**src/rtl/dmem_arb_pkg.sv**
```systemverilog
// Shared types and constants for the data-memory arbiter.
// Holds the sequencer state encoding, default bus widths and the idle strobe pattern.
// Imported by dmem_arbiter and dmem_arb_perf.
package dmem_arb_pkg;

  typedef enum logic [1:0] {
    IDLE   = 2'd0,
    CPU_RD = 2'd1,
    HST_RD = 2'd2
  } arb_state_e;

  localparam int DEF_ADDR_W = 7;
  localparam int DEF_DATA_W = 32;

  // {CEN, WEN, OEN} with every active-low strobe deasserted.
  localparam logic [2:0] STROBE_IDLE = 3'b111;

endpackage

```
**src/rtl/dmem_arb_perf.sv**
```systemverilog
// Saturating event counters for the data-memory arbiter (CPU stall cycles, host grants).
// Counts update one cycle after the event; both clear on synchronous reset.
// No backpressure: every event cycle is counted until the counter saturates.
module dmem_arb_perf
  import dmem_arb_pkg::*;
(
  input  logic        clk,
  input  logic        rst_n,
  input  logic        stall_evt,
  input  logic        grant_evt,
  output logic [15:0] perf_cpu_stall,
  output logic [15:0] perf_hst_grants
);

  logic [15:0] stall_cnt_q, stall_cnt_d;
  logic [15:0] grant_cnt_q, grant_cnt_d;

  // Next counter values: saturate at all-ones, clear while in reset.
  always_comb begin
    stall_cnt_d = stall_cnt_q;
    grant_cnt_d = grant_cnt_q;
    if (stall_evt && (stall_cnt_q != 16'hFFFF)) stall_cnt_d = stall_cnt_q + 16'd1;
    if (grant_evt && (grant_cnt_q != 16'hFFFF)) grant_cnt_d = grant_cnt_q + 16'd1;
    if (!rst_n) begin
      stall_cnt_d = '0;
      grant_cnt_d = '0;
    end
  end

  // Counter registers.
  always_ff @(posedge clk) begin
    stall_cnt_q <= stall_cnt_d;
    grant_cnt_q <= grant_cnt_d;
  end

  assign perf_cpu_stall  = stall_cnt_q;
  assign perf_hst_grants = grant_cnt_q;

endmodule

```
**src/rtl/dmem_arbiter.sv**
```systemverilog
// Arbiter/sequencer sharing one single-port sync SRAM between CPU load/store and a host port.
// Stores take 1 cycle, loads 2 cycles (1 stall); host read data returns the cycle after handshake.
// CPU has fixed priority and is stalled when blocked; host waits on hst_ready, bounded by STARVE_LIMIT.
// Optional DMEM_ARB_PERF_EN adds perf_cpu_stall / perf_hst_grants saturating counters.
module dmem_arbiter
  import dmem_arb_pkg::*;
#(
  parameter int ADDR_W       = DEF_ADDR_W,
  parameter int DATA_W       = DEF_DATA_W,
  parameter int STARVE_LIMIT = 4
) (
  input  logic              clk,
  input  logic              rst_n,
  input  logic              cpu_req,
  input  logic              cpu_we,
  input  logic [ADDR_W-1:0] cpu_addr,
  input  logic [DATA_W-1:0] cpu_wdata,
  output logic [DATA_W-1:0] cpu_rdata,
  output logic              cpu_stall,
  input  logic              hst_valid,
  output logic              hst_ready,
  input  logic              hst_we,
  input  logic [ADDR_W-1:0] hst_addr,
  input  logic [DATA_W-1:0] hst_wdata,
  output logic              hst_rvalid,
  output logic [DATA_W-1:0] hst_rdata,
  output logic              CEN,
  output logic              WEN,
  output logic              OEN,
  output logic [ADDR_W-1:0] A,
  output logic [DATA_W-1:0] Data2Mem,
  input  logic [DATA_W-1:0] ReadDataMem
`ifdef DMEM_ARB_PERF_EN
  ,
  output logic [15:0]       perf_cpu_stall,
  output logic [15:0]       perf_hst_grants
`endif
);

  localparam logic [3:0] LIMIT = 4'(STARVE_LIMIT);

  arb_state_e state_q, state_d;
  logic [3:0] starve_cnt_q, starve_cnt_d;
  logic       hst_rvalid_q, hst_rvalid_d;
  logic       hst_gnt, cpu_gnt;

  // Grant decision, only meaningful when the SRAM is free (IDLE).
  always_comb begin
    hst_gnt = (state_q == IDLE) && hst_valid && (!cpu_req || (starve_cnt_q == LIMIT));
    cpu_gnt = (state_q == IDLE) && !hst_gnt && cpu_req;
  end

  // Next state, starvation counter and all combinational outputs; reset forces everything inactive.
  always_comb begin
    state_d          = state_q;
    starve_cnt_d     = starve_cnt_q;
    hst_rvalid_d     = 1'b0;
    {CEN, WEN, OEN}  = STROBE_IDLE;
    A                = '0;
    Data2Mem         = '0;
    cpu_stall        = 1'b0;
    hst_ready        = 1'b0;
    cpu_rdata        = '0;
    hst_rdata        = '0;
    hst_rvalid       = hst_rvalid_q;

    case (state_q)
      IDLE: begin
        if (hst_gnt) begin
          CEN       = 1'b0;
          WEN       = !hst_we;
          OEN       = hst_we;
          A         = hst_addr;
          Data2Mem  = hst_wdata;
          hst_ready = 1'b1;
          cpu_stall = cpu_req;
          if (!hst_we) begin
            state_d      = HST_RD;
            hst_rvalid_d = 1'b1;
          end
        end else if (cpu_gnt) begin
          CEN       = 1'b0;
          WEN       = !cpu_we;
          OEN       = cpu_we;
          A         = cpu_addr;
          Data2Mem  = cpu_wdata;
          cpu_stall = !cpu_we;
          if (!cpu_we) state_d = CPU_RD;
        end
      end
      CPU_RD: begin
        // Data for the held load arrives now; release the CPU without reissuing.
        cpu_rdata = ReadDataMem;
        state_d   = IDLE;
      end
      HST_RD: begin
        hst_rdata = ReadDataMem;
        cpu_stall = cpu_req;
        state_d   = IDLE;
      end
      default: state_d = IDLE;
    endcase

    // The counter only measures back-to-back lost arbitrations of a live host request.
    if (!hst_valid || hst_gnt) begin
      starve_cnt_d = '0;
    end else if (cpu_gnt && (starve_cnt_q != LIMIT)) begin
      starve_cnt_d = starve_cnt_q + 4'd1;
    end

    if (!rst_n) begin
      state_d         = IDLE;
      starve_cnt_d    = '0;
      hst_rvalid_d    = 1'b0;
      {CEN, WEN, OEN} = STROBE_IDLE;
      A               = '0;
      Data2Mem        = '0;
      cpu_stall       = 1'b0;
      hst_ready       = 1'b0;
      cpu_rdata       = '0;
      hst_rdata       = '0;
      hst_rvalid      = 1'b0;
    end
  end

  // State registers.
  always_ff @(posedge clk) begin
    state_q      <= state_d;
    starve_cnt_q <= starve_cnt_d;
    hst_rvalid_q <= hst_rvalid_d;
  end

`ifdef DMEM_ARB_PERF_EN
  dmem_arb_perf u_perf (
    .clk             (clk),
    .rst_n           (rst_n),
    .stall_evt       (cpu_req && cpu_stall),
    .grant_evt       (hst_valid && hst_ready),
    .perf_cpu_stall  (perf_cpu_stall),
    .perf_hst_grants (perf_hst_grants)
  );
`endif

endmodule

```
**config.mk**
```make
export PLATFORM = sky130hd
export DESIGN_NAME = dmem_arbiter
export DESIGN_NICKNAME = d
export VERILOG_FILES = /design/src/rtl/dmem_arb_pkg.sv /design/src/rtl/dmem_arb_perf.sv /design/src/rtl/dmem_arbiter.sv
export SDC_FILE = /design/constraint.sdc
export NUM_CORES = 1
export LEC_CHECK = 0
export ABC_AREA = 1
export ABC_CLOCK_PERIOD_IN_PS = 1900
export CORE_MARGIN = 4
export CORE_UTILIZATION = 25
export DETAILED_ROUTE_END_ITERATION = 7
export PLACE_DENSITY = 0.82
export SLEW_MARGIN = 30
export SYNTH_ARGS = -nofsm -noshare
export SYNTH_HDL_FRONTEND = slang
export SYNTH_HIERARCHICAL = 1
export SYNTH_SLANG_ARGS = --single-unit
```
**constraint.sdc**
```tcl
create_clock -name clk -period 1.9 [get_ports clk]
set_input_delay 0.38 -clock clk [delete_from_list [all_inputs] [get_ports clk]]
set_output_delay 0.38 -clock clk [all_outputs]
set_load 0.02 [all_outputs]
```
Word-level counts from Yosys, hierarchy flattened
Index checks and enable logic that the tools add are counted.

cells by class
  div/mod/pow operators = 0
  mux-type cells = 37
  eq/ne operators = 6
  add/subtract/negate cells = 1
  reductions and logical operators = 18
  bitwise gates (word level) = 1
  $lt $le $gt $ge = 0
  shifts and indexed selects = 0
  $mul = 0

operators by type and width
  cell                                                   count
  2-to-1 mux 32 bit                                      8
  2-to-1 mux 7 bit                                       4
  2-to-1 mux 1 bit                                       20
  2-to-1 mux 2 bit                                       4
  AND reduction 3 bit                                    2
  logical AND 1 bit                                      5
  logical NOT 1 bit                                      5
  adder 4 x 1 -> 4 bit, second input constant            1
  == test 4 x 3 -> 1 bit, second input constant          1
  inequality test 4 x 3 -> 1 bit, second input constant  1
  == test 2 x 1 -> 1 bit, second input constant          1
  == test 2 bit, second input constant                   1
  logical NOT 2 bit                                      1
  logical OR 1 bit                                       2
  inequality test 2 x 1 -> 1 bit, second input constant  1
  inequality test 2 bit, second input constant           1
  one-hot mux 1 bit (2 select lines)                     1
  AND reduction 2 bit                                    1
  nonzero test 2 bit                                     1
  OR reduction 2 bit                                     1
  NOT 1 bit                                              1

storage, ports and cells
  RAM bits = 0
  memories = 0
  memory bits (read-only) = 0
  register bits after elaboration = 7
  logic and storage cells = 66
  bits in latches = 0

Longest topological paths before layout
Gate-level depths: netlist of the first run.

  word-level depth = 10
  depth in mapped cells = 9
  depth with buffers taken out = 8

Worst setup path before layout of the first run
OpenSTA, ideal clock, no wires.

  kind = flip-flop to output port
  start point = register starve_cnt_q[0]
  end point = output port Data2Mem[10]
  data arrival time = 1.467 ns
  stages on the path, launching flop included = 9
  path slack = 0.053 ns
  data required time = 1.520 ns
  cell sequence = dfxtp_1 > inv_1 > ha_1 > nand3_2 > nand2_2 > nand2_4 > buf_4 > nand3_1 > a21oi_1

on the way
  word-level cells in the longest chain between the ends = 10

ends and longest elaborated chain
  element                         RTL line             RTL
  from (decl)                     dmem_arbiter.sv:43   logic [3:0] starve_cnt_q, starve_cnt_d;
  from (signal assigned)          dmem_arbiter.sv:129  starve_cnt_q <= starve_cnt_d;
  == test 4 x 3 -> 1 bit *        dmem_arbiter.sv:49   hst_gnt = (state_q == IDLE) && hst_valid && (!cpu_req || (starve_cnt_q == LIMIT));
  logical OR 1 bit *              dmem_arbiter.sv:49
  logical AND 1 bit *             dmem_arbiter.sv:49
  logical NOT 1 bit               dmem_arbiter.sv:50   cpu_gnt = (state_q == IDLE) && !hst_gnt && cpu_req;
  logical AND 1 bit (2 in a row)  dmem_arbiter.sv:50
  2-to-1 mux 32 bit               dmem_arbiter.sv:81   end else if (cpu_gnt) begin
  2-to-1 mux 32 bit *             dmem_arbiter.sv:69   if (hst_gnt) begin
  2-to-1 mux 32 bit *             dmem_arbiter.sv:67   case (state_q)
  2-to-1 mux 32 bit *             dmem_arbiter.sv:111  if (!rst_n) begin
  to (decl)                       dmem_arbiter.sv:31   output logic [DATA_W-1:0] Data2Mem,

Mark *: on every way between the ends. The rest lies on a longest branch, timed or not.

Worst setup path in the final report of the first run
  start point = register starve_cnt_q[0]
  end point = output port Data2Mem[6]

Same word-level chain as after synthesis.

==> results of run 1 <==
-- registers in the layout, indices dropped and copies added, names as in the netlist --
register,flops
starve_cnt_q,4
hst_rvalid_q,1
state_q,2
-- worst paths after layout --
kind                                start                            to  slack [ps]
max          starve_cnt_q[0]$_SDFFE_PP0P_                   Data2Mem[6]        -140
min               state_q[0]$_SDFFE_PN0P_       state_q[0]$_SDFFE_PN0P_         520
max reg2reg  starve_cnt_q[0]$_SDFFE_PP0P_  starve_cnt_q[3]$_SDFFE_PP0P_         370
min reg2reg       state_q[0]$_SDFFE_PN0P_       state_q[0]$_SDFFE_PN0P_         520
-- layout make-up --
cell class,instances,area (um^2),area share [%]
Sequential cell,7,144,3.04
Clock buffer,4,45.0,0.952
Multi-Input combinational cell,228,1670,35.4
Tap cell,77,96.3,2.04
Timing Repair Buffer,271,2610,55.1
Inverter,45,169,3.57
-- cell families (layout without fill, tap and decap cells) --
logic type | after synthesis | count (layout) | share of synthesized area [%]
simple gates | 177 | 177 | 52.8
buf+inv | 79 | 320 | 21.5
compound gates | 48 | 48 | 15.2
flops | 7 | 7 | 8.45
fa+ha+maj | 2 | 2 | 1.51
xor+xnor | 1 | 1 | 0.528
-- stage by stage --
stage / power [mW] / area [um^2] / TNS (ps) / hold slack, ps / cells
finish: 1.49 / 4730 / -3550 / 517 / 632
global route: 1.56 / 4730 / -6660 / 564 / 632
CTS: 1.41 / 4660 / -3910 / 568 / 637
detailed placement: 1.05 / 4150 / -61660 / 537 / 611
global placement: 1.04 / 4150 / -59860 / 519 / 611
floorplan: 0.543 / 1660 / 0 / 458 / 314
-- where the power goes --
group	internal [mW]	switching (mW)	leakage, nW
clock network	0.146	0.0693	0.0228
registers	0.152	0.00322	0.0581
logic	0.564	0.555	1.95
-- routing by layer --
| layer | GRT usage, % | up-vias |
|---|---|---|
| li1 | - | 1562 |
| met1 | 25.1 | 1548 |
| met2 | 49.9 | 147 |
| met3 | 3.96 | 39 |
| met4 | 8.12 | 0 |
| met5 | 0 | - |
-- critical path, delay by kind of cell (launching register included) --
family / cells / cell delay, ps
AOI/OAI and AO/OA: 1 / 190
DFF: 1 / 310
buffers and inverters: 4 / 510
and+or+nand+nor: 3 / 260
adders and majority gates: 1 / 140
-- layout by cell type (no fill, tap or decap), types with 2 or more instances in the layout --
| cell type | n |
|---|---|
| nand3_2 | 45 |
| nor2_1 | 3 |
| buf_12 | 14 |
| nor3_1 | 64 |
| inv_1 | 38 |
| clkbuf_8 | 3 |
| a21oi_1 | 8 |
| a21oi_2 | 33 |
| inv_2 | 7 |
| dfxtp_2 | 3 |
| buf_6 | 36 |
| nand3_4 | 7 |
| a21oi_4 | 3 |
| dlygate4sd2_1 | 6 |
| buf_8 | 2 |
| clkdlybuf4s15_1 | 14 |
| buf_4 | 35 |
| buf_2 | 3 |
| dlygate4sd1_1 | 2 |
| dfxtp_1 | 4 |
| nand3_1 | 33 |
| buf_16 | 2 |
| nor2_4 | 2 |
| clkbuf_2 | 45 |
| nand2_1 | 18 |
| clkdlybuf4s50_1 | 112 |
| o21ai_0 | 2 |
-- repair_timing --
action	CTS	global route
resized for setup	369	238
buffers inserted	15	1
cloned	7	0
pin swaps	27	36
hold buffers	0	0
endpoints found under the setup margin	109	101
==> impl_metrics.csv, run 1 <==
group,metric,value,unit
clock_network,insertion_delay,230,ps
synth,ys_seq_area_share,8.45,%
worst_setup_path,worstSetupPathType,"flip-flop to output pin",
synth,syn_area_per_cell,5.28,um^2
drt,wl_per_cell,19.0,um
die,core,6390,um^2
drt,dr_wl_met3,878,um
status,outcome,"complete, but fails checks",
timing,min_period,2040,ps
timing,worstMarginPinSlew,230,ps
die,dieArea,8000,um^2
synth,post-synth-top-count-cell,"nand3_1",
synth,synth_area_leader_cell,"nand3_1",
die,initial_core_util,26.0,%
synth,netlist_area,1660,um^2
synth,synth_top_cell_area_share,25.4,%
timing,drv_slew,0,
die,die_h,89.4,um
pwr,powerDensity,315,nW/um^2
final_layout,nets,674,
timing,worst_slack,-143,ps
worst_setup_path,cp_data_required_time,1520,ps
pwr,power.leakage,2.03,nW
timing,finalCritPeriodShare,108,%
clock_network,clk_pin_slew,40,ps
synth,syn_inst,314,
die,ios,225,
final_layout,drive_gt1_share,44.5,%
die,rows,29,
drt,viasPerCell,5.22,
clock_network,cts-htree-levels,1,
synth,yosysUniqueCellTypes,24,
clock_network,cts_inserted_buffers,3,
global_route,grt_pass1_vias,3138,
pwr,peakVddDrop,0.391,mV
worst_setup_path,crit_fanout,7,
worst_hold_path,hold_path.class,"flip-flop to flip-flop",
worst_hold_path,whs_path_depth,3,
final_layout,nFillCells,467,
global_route,grt_first_pass_wirelength,15600,um
timing,skew,1.17,ps
synth,yosysWarnings,6,
synth,synth_area_leaders,"nand3_1 25%, nor3_1 19%, a21oi_1 13%",
worst_setup_path,r2r_cells,10,
status,violations,"negative setup slack",
clock_network,clock_path_buffers,2,
global_route,grt_max_degree,58,
clock_network,root_buffer,"clkbuf_8",
worst_setup_path,critPathMaxStageDelay,310,ps
worst_setup_path,critPathCaptureType,"output pin",
timing,setup_viol,41,
final_layout,antenna-diode-count,0,
drt,dr_total_vias,3296,
clock_network,cts_tree,"done",
drt,wl_met1,4220,um
timing,hold_violations,0,
worst_setup_path,startpoint_type,"flip-flop",
global_route,grt_antenna_before_repair,0,
drt,first_pass_iters,5,
worst_setup_path,crit_path_cell_trace,"inv_2 -> ha_4 -> nand3_4 -> nand2_4 -> buf_12 -> buf_12 -> nand3_4 -> a21oi_2 -> buf_6",
drt,route.met2.wl,6420,um
drt,top_layer_used,"met4",
global_route,overflow,0,
global_route,grtUsageTotal,24.6,%
synth,synth_fp_nets,432,
placed_design,gp_congestion,0.758,
synth,synthTopCellsByCount,"84 x nand3_1, 64 x nor3_1, 44 x a21oi_1",
synth,async_flop_share,0,%
placed_design,place_ws,-790,ps
clock_network,clock-sinks,7,
final_layout,syn2layout_area_growth,185,%
synth,synth_edf_count,0,
placed_design,io_buffers,224,
drt,remaining_drc_errors,0,
synth,ys.flop_type,"dfxtp_1",
drt,drt_wl_total,12000,um
drt,drt_iter0_markers,105,
die,fp.dieW,89.4,um
worst_setup_path,crit_arrival,1660,ps
job,cap_violations,0,
drt,detail-route-antenna-nets,0,
synth,ys_ff_latch,7,
final_layout,final_util,74.1,%
timing,max_slew_margin,84.6,%
timing,fmax,489,MHz
placed_design,dpl.hpwl,7580,um
timing,rsz0062_at_grt,"true",
worst_setup_path,crit_slowest_cell,"dfxtp_2",
Note: power is estimated with default switching activity, not from simulation.
==> inputs of run 2 (changes only) <==
--- a/config.mk
+++ b/config.mk
@@ -6,11 +6,12 @@
 export NUM_CORES = 1
 export LEC_CHECK = 0
 export ABC_AREA = 1
-export ABC_CLOCK_PERIOD_IN_PS = 1900
-export CORE_MARGIN = 4
-export CORE_UTILIZATION = 25
+export ABC_CLOCK_PERIOD_IN_PS = 2650
+export CORE_AREA = 4 4 85 87
 export DETAILED_ROUTE_END_ITERATION = 7
-export PLACE_DENSITY = 0.82
+export DIE_AREA = 0 0 89 91
+export DONT_BUFFER_PORTS = 1
+export SETUP_SLACK_MARGIN = 0.4
 export SLEW_MARGIN = 30
 export SYNTH_ARGS = -nofsm -noshare
 export SYNTH_HDL_FRONTEND = slang
==> constraint.sdc (replaced) <==
create_clock -name clk -period 2.65 [get_ports clk]
set_input_delay 0.53 -clock clk [delete_from_list [all_inputs] [get_ports clk]]
set_output_delay 0.53 -clock clk [all_outputs]
set_load 0.02 [all_outputs]
==> run 2 against run 1 <==
  * The flow now finishes without violations
  * Critical path depth is 1 lower
  * Wire length down 31%
  * Utilization decreased by 36 points
  * Combinational power decreased by 59%
  * Flip-flop and latch count stayed put
  * Global-route usage down 11 points
  * Sequential share of layout area up 2.9 points
  * Worst hold slack worse by 77 ps
  * Clock power shrank 33%
  * Final area fell by 48%
  * Largest cell class is now multi-input gates
  * Clock skew hardly changed
==> impl_metrics.csv, run 2 (synthesized netlist as in run 1, its figures left out) <==
group,metric,value,unit
worst_setup_path,crit_path_cell_trace,"inv_2 -> ha_4 -> nand3_4 -> nand2_8 -> clkbuf_16 -> nand3_1 -> a21oi_2 -> buf_4",
timing,fmax,451,MHz
die,initial_core_util,26.1,%
timing,hold_violations,0,
clock_network,clk_pin_slew,40,ps
pwr,p_switching,341,uW
final_layout,antenna-diode-count,0,
worst_setup_path,path_buf_inv,3,
clock_network,cts-htree-levels,1,
pwr,p_sw_share,48.0,%
timing,setup_viol,0,
clock_network,cts_tree,"done",
timing,min_period,2220,ps
global_route,overflow,0,
clock_network,clock-sinks,7,
drt,top_layer_used,"met4",
placed_design,gp_congestion,0.749,
drt,viasPerCell,5.76,
global_route,grt_pass1_vias,1972,
drt,remaining_drc_errors,0,
die,rows,29,
drt,route.met2.wl,4520,um
die,die_h,91,um
pwr,powerDensity,290,nW/um^2
timing,skew,1.64,ps
worst_setup_path,crit_slowest_cell,"dfxtp_4",
timing,max_slew_margin,55.4,%
die,core,6350,um^2
global_route,grt_antenna_before_repair,0,
job,cap_violations,0,
pwr,seqPwrFrac,15.7,%
final_layout,drive_gt1_share,28.9,%
timing,rsz0062_at_grt,"false",
die,dieArea,8100,um^2
worst_setup_path,crit_fanout,7,
clock_network,ctsHoldBuffers,0,
pwr,peakVddDrop,0.249,mV
final_layout,largest-register,"starve_cnt_q",
worst_setup_path,cp_data_required_time,2120,ps
clock_network,insertion_delay,220,ps
pwr,internal-power,369,uW
worst_setup_path,critPathMaxStageDelay,350,ps
placed_design,io_buffers,0,
pwr,power_frac_comb,64.0,%
worst_setup_path,crit_arrival,1690,ps
timing,timing.hold.ws,440,ps
drt,wl_met1,2980,um
placed_design,dpl.hpwl,5090,um
clock_network,cts_inserted_buffers,3,
timing,finalCritPeriodShare,83.7,%
global_route,grt_first_pass_wirelength,9380,um
final_layout,syn2layout_area_growth,47.7,%
drt,drt_iter0_markers,121,
pwr,power.share.clock,20.3,%
worst_setup_path,startpoint_type,"flip-flop",
drt,detail-route-antenna-nets,0,
worst_setup_path,worstSetupPathType,"flip-flop to output pin",
worst_hold_path,hold_path.class,"primary input to flip-flop",
global_route,grtUsageTotal,13.8,%
clock_network,root_buffer,"clkbuf_8",
final_layout,final_common_cell,"nand3_1",
drt,dr_total_vias,2478,
pwr,power.leakage,1.03,nW
worst_setup_path,critPathCaptureType,"output pin",
final_layout,nets,472,
status,outcome,"finished clean",
drt,drt_wl_total,8340,um
final_layout,top_regs,"starve_cnt_q: 4 flops, state_q: 2 flops, hst_rvalid_q: 1 flops",
drt,dr_wl_met3,823,um
timing,worstMarginPinSlew,663,ps
final_layout,final_cell_mix,"81 x nand3_1, 64 x nor3_1, 47 x buf_4",
timing,drv_slew,0,
drt,wl_per_cell,19.4,um
die,fp.dieW,89,um
die,ios,225,
clock_network,clock_path_buffers,2,
drt,first_pass_iters,5,
global_route,grt_max_degree,108,
final_layout,largest_reg_flops,4,
timing,tns,0,ps
worst_setup_path,crit_family,"simple AND/OR/NAND/NOR gates",
## run 2: changes by cell type in the layout (fill, tap and decap cells not counted), moves of 6 or more
cell,delta
clkdlybuf4s50_1,-112
nand3_1,+48
clkbuf_2,-45
nand3_2,-42
buf_6,-28
a21oi_1,+24
a21oi_2,-21
clkdlybuf4s15_1,-14
buf_4,+12
buf_12,-11
nand2_8,+7
dlygate4sd2_1,-6
nand3_4,-6
## run 2: worst paths after layout
path                                                endpoint  slack (ps)                    startpoint  cells after the start
worst min-delay path                 state_q[0]$_SDFFE_PN0P_         440                         rst_n                      2
worst min register to register  starve_cnt_q[3]$_SDFFE_PP0P_         480  starve_cnt_q[3]$_SDFFE_PP0P_                      2
worst max register to register  starve_cnt_q[1]$_SDFFE_PP0P_        1150       state_q[1]$_SDFFE_PN0P_                      7
worst max-delay path                                    A[3]         430  starve_cnt_q[0]$_SDFFE_PP0P_                      8
## run 2: worst reg2reg max path, stage by stage, from the launching register on
cell and delay (ps):
dfxtp_1 320, nor2_1 140, nand2_1 160, inv_6 280, nand2_1 210, inv_2 130, nand2_1 60, a21oi_1 120
## run 2: through the flow
step | setup slack (ps) | area [um^2] | cells | power, mW | utilization, %
after floorplan | 644 | 1660 | 314 | 0.389 | -
after global routing | 345 | 2450 | 430 | 0.754 | 38.6
after detailed placement | 467 | 1990 | 410 | 0.474 | 31.3
after CTS | 358 | 2110 | 418 | 0.640 | 33.2
after global placement | 536 | 1990 | 410 | 0.464 | 31.3
final | 432 | 2450 | 430 | 0.709 | 38.6
## run 2: timing repair
action                                 4_1_cts  5_1_grt
gates cloned                                 1       12
resized for setup                            8       36
endpoints found under the hold margin        0        0
pin swaps                                    2       19
setup buffers                                3        0
setup endpoints to repair                   41       41
## run 2: per-layer routing
metal | global-route usage (%) | vias up
met5 | 0 | -
met4 | 1.61 | 0
li1 | - | 1166
met2 | 27.9 | 184
met3 | 1.81 | 2
met1 | 15.2 | 1126
## run 2: final cells by class
class                      instances  area, um^2
sequential                         7         145
multi-input combinational        235        1400
clock buffer                       4        45.0
inverter                          45         174
timing repair buffer              62         593
tap                               77        96.3
fill                             663        3900
## run 2: power groups by stage
stage | clock network, mW | registers, mW | logic (mW)
CTS | 0.147 | 0.111 | 0.381
global route | 0.156 | 0.112 | 0.487
detailed placement | 0 | 0.113 | 0.361
global placement | 0 | 0.113 | 0.351
floorplan | 0 | 0.113 | 0.277
finish | 0.144 | 0.111 | 0.454
==> inputs of run 3 (changes only) <==
--- a/config.mk
+++ b/config.mk
@@ -6,10 +6,10 @@
 export NUM_CORES = 1
 export LEC_CHECK = 0
 export ABC_AREA = 1
-export ABC_CLOCK_PERIOD_IN_PS = 2650
-export CORE_AREA = 4 4 85 87
+export ABC_CLOCK_PERIOD_IN_PS = 1850
+export CORE_AREA = 4 4 84 86
 export DETAILED_ROUTE_END_ITERATION = 7
-export DIE_AREA = 0 0 89 91
+export DIE_AREA = 0 0 88 90
 export DONT_BUFFER_PORTS = 1
 export SETUP_SLACK_MARGIN = 0.4
 export SLEW_MARGIN = 30
==> constraint.sdc (replaced) <==
create_clock -name clk -period 1.85 [get_ports clk]
set_input_delay 0.37 -clock clk [delete_from_list [all_inputs] [get_ports clk]]
set_output_delay 0.37 -clock clk [all_outputs]
set_load 0.02 [all_outputs]
==> run 3 against run 2 <==
  * The run now ends with negative setup slack left
  * Via count fell by 3.1%
  * Final area increased by 73%
  * Wire length up 4.3%
  * Clock skew rose by 0.80 ps
  * Die area shrank 2.2%
  * Combinational power grew 140%
  * Register-to-register slack got worse by 660 ps
  * Utilization increased by 29 points
  * Largest cell class unchanged
  * Setup slack got worse by 510 ps
==> impl_metrics.csv, run 3 (synthesized netlist as in run 1, its figures left out) <==
group,metric,value,unit
clock_network,cts_tree,"done",
timing,fmax,518,MHz
status,violations,"negative setup slack",
timing,worstMarginPinSlew,304,ps
worst_setup_path,path_buf_inv,3,
timing,finalCritPeriodShare,104,%
clock_network,clock_path_buffers,2,
timing,hold_violations,0,
global_route,grt_pass1_vias,2435,
clock_network,clk_pin_slew,40,ps
drt,first_pass_iters,4,
die,dieArea,7920,um^2
drt,drt_iter0_markers,55,
final_layout,syn2layout_area_growth,156,%
drt,viasPerCell,5.73,
clock_network,ctsHoldBuffers,0,
placed_design,io_buffers,0,
die,rows,29,
clock_network,root_buffer,"clkbuf_8",
placed_design,place_ws,90.9,ps
worst_setup_path,startpoint_type,"flip-flop",
final_layout,fin_cells,419,
job,cap_violations,0,
placed_design,dp.cells,391,
worst_setup_path,critPathMaxStageDelay,330,ps
worst_setup_path,cp_data_required_time,1480,ps
final_layout,top_regs,"starve_cnt_q: 4 flops, state_q: 2 flops, hst_rvalid_q: 1 flops",
timing,rsz0062_at_grt,"true",
drt,remaining_drc_errors,0,
final_layout,final_cell_mix,"64 x nor3_4, 39 x a21oi_4, 38 x nand3_1",
drt,dr_total_vias,2401,
drt,drt_wl_total,8700,um
final_layout,largest_reg_flops,4,
final_layout,nets,461,
worst_setup_path,crit_family,"simple AND/OR/NAND/NOR gates",
worst_setup_path,critPathCaptureType,"output pin",
timing,max_slew_margin,79.7,%
worst_setup_path,crit_path_cell_trace,"inv_2 -> ha_4 -> nand3_4 -> nand2_8 -> nand2_8 -> buf_12 -> buf_12 -> nand3_4 -> a21oi_4",
final_layout,drive_gt1_share,69.9,%
clock_network,clock-sinks,7,
worst_setup_path,worstSetupPathType,"flip-flop to output pin",
timing,tns,-1750,ps
placed_design,dpl.hpwl,6520,um
worst_setup_path,crit_arrival,1560,ps
worst_hold_path,hold_path.class,"primary input to flip-flop",
timing,worst_slack,-81.1,ps
drt,wl_per_cell,20.8,um
pwr,peakVddDrop,0.207,mV
clock_network,cts-htree-levels,1,
final_layout,antenna-diode-count,0,
die,die_h,90,um
worst_setup_path,crit_fanout,6,
pwr,powerDensity,344,nW/um^2
die,fp.dieW,88,um
final_layout,largest-register,"starve_cnt_q",
global_route,grt_first_pass_wirelength,12800,um
placed_design,gp_congestion,0.787,
clock_network,cts_inserted_buffers,3,
global_route,grtUsageTotal,20.0,%
worst_setup_path,crit_slowest_cell,"dfxtp_2",
die,ios,225,
final_layout,nFillCells,441,
pwr,power.leakage,1.47,nW
drt,detail-route-antenna-nets,0,
clock_network,insertion_delay,220,ps
timing,drv_slew,0,
timing,skew,2.45,ps
status,outcome,"complete, but fails checks",
final_layout,final_common_cell,"nor3_4",
global_route,overflow,0,
die,initial_core_util,26.4,%
die,core,6280,um^2
global_route,grt_max_degree,30,
global_route,grt_antenna_before_repair,0,
timing,min_period,1930,ps
timing,setup_viol,40,
==> run 3: cell count changes in the layout (fill, tap and decap cells not counted), moves of 12 or more <==
cell     before  now
a21oi_1      32    5
nand3_1      81   38
nor3_1       64    0
nand3_2       3   20
nand3_4       1   27
buf_12        3   17
nor3_4        0   64
a21oi_2      12    0
buf_4        47   17
a21oi_4       0   39
==> run 3: cell type report <==
cell class	instances	area, um^2	area share [%]
clock buffers	4	45.0	1.06
inverters	45	184	4.33
multi-input cells	229	2880	67.9
flip-flops and latches	7	148	3.48
well taps	77	96.3	2.27
repair buffers	57	892	21.0
==> run 3: worst paths after layout <==
kind                                start                            to  slack, ps  cells after the start
max          starve_cnt_q[1]$_SDFFE_PP0P_                  Data2Mem[13]        -80                      9
min reg2reg  starve_cnt_q[3]$_SDFFE_PP0P_  starve_cnt_q[3]$_SDFFE_PP0P_        480                      2
max reg2reg       state_q[1]$_SDFFE_PN0P_  starve_cnt_q[1]$_SDFFE_PP0P_        490                      8
min                                 rst_n       state_q[0]$_SDFFE_PN0P_        270                      2
==> run 3: through the flow <==
stage	utilization [%]	power (mW)	area [um^2]	hold slack, ps
after floorplan	-	0.883	3130	458
after global placement	53.7	1.00	3370	475
after detailed placement	53.7	1.01	3370	473
after CTS	63.3	1.40	3970	266
after global routing	67.7	1.53	4250	279
final	67.7	1.46	4250	274
==> run 3: repair_timing <==
item / CTS / global route
pin swaps: 29 / 28
cloned: 7 / 3
resized for setup: 60 / 35
buffers inserted: 10 / 4
setup endpoints to repair: 112 / 112
==> run 3: layer usage <==
metal	track usage, %	up-vias	routed length [um]
li1	-	1147	-
met1	21.0	1101	2910
met2	38.7	143	4810
met3	4.48	10	839
met4	5.12	0	134
met5	0	-	0
==> run 3: where the power goes <==
part	switching, mW	internal, mW	total, mW
logic	0.670	0.420	1.09
clock network	0.0625	0.149	0.211
registers	0.00373	0.155	0.159
total	0.736	0.724	1.46
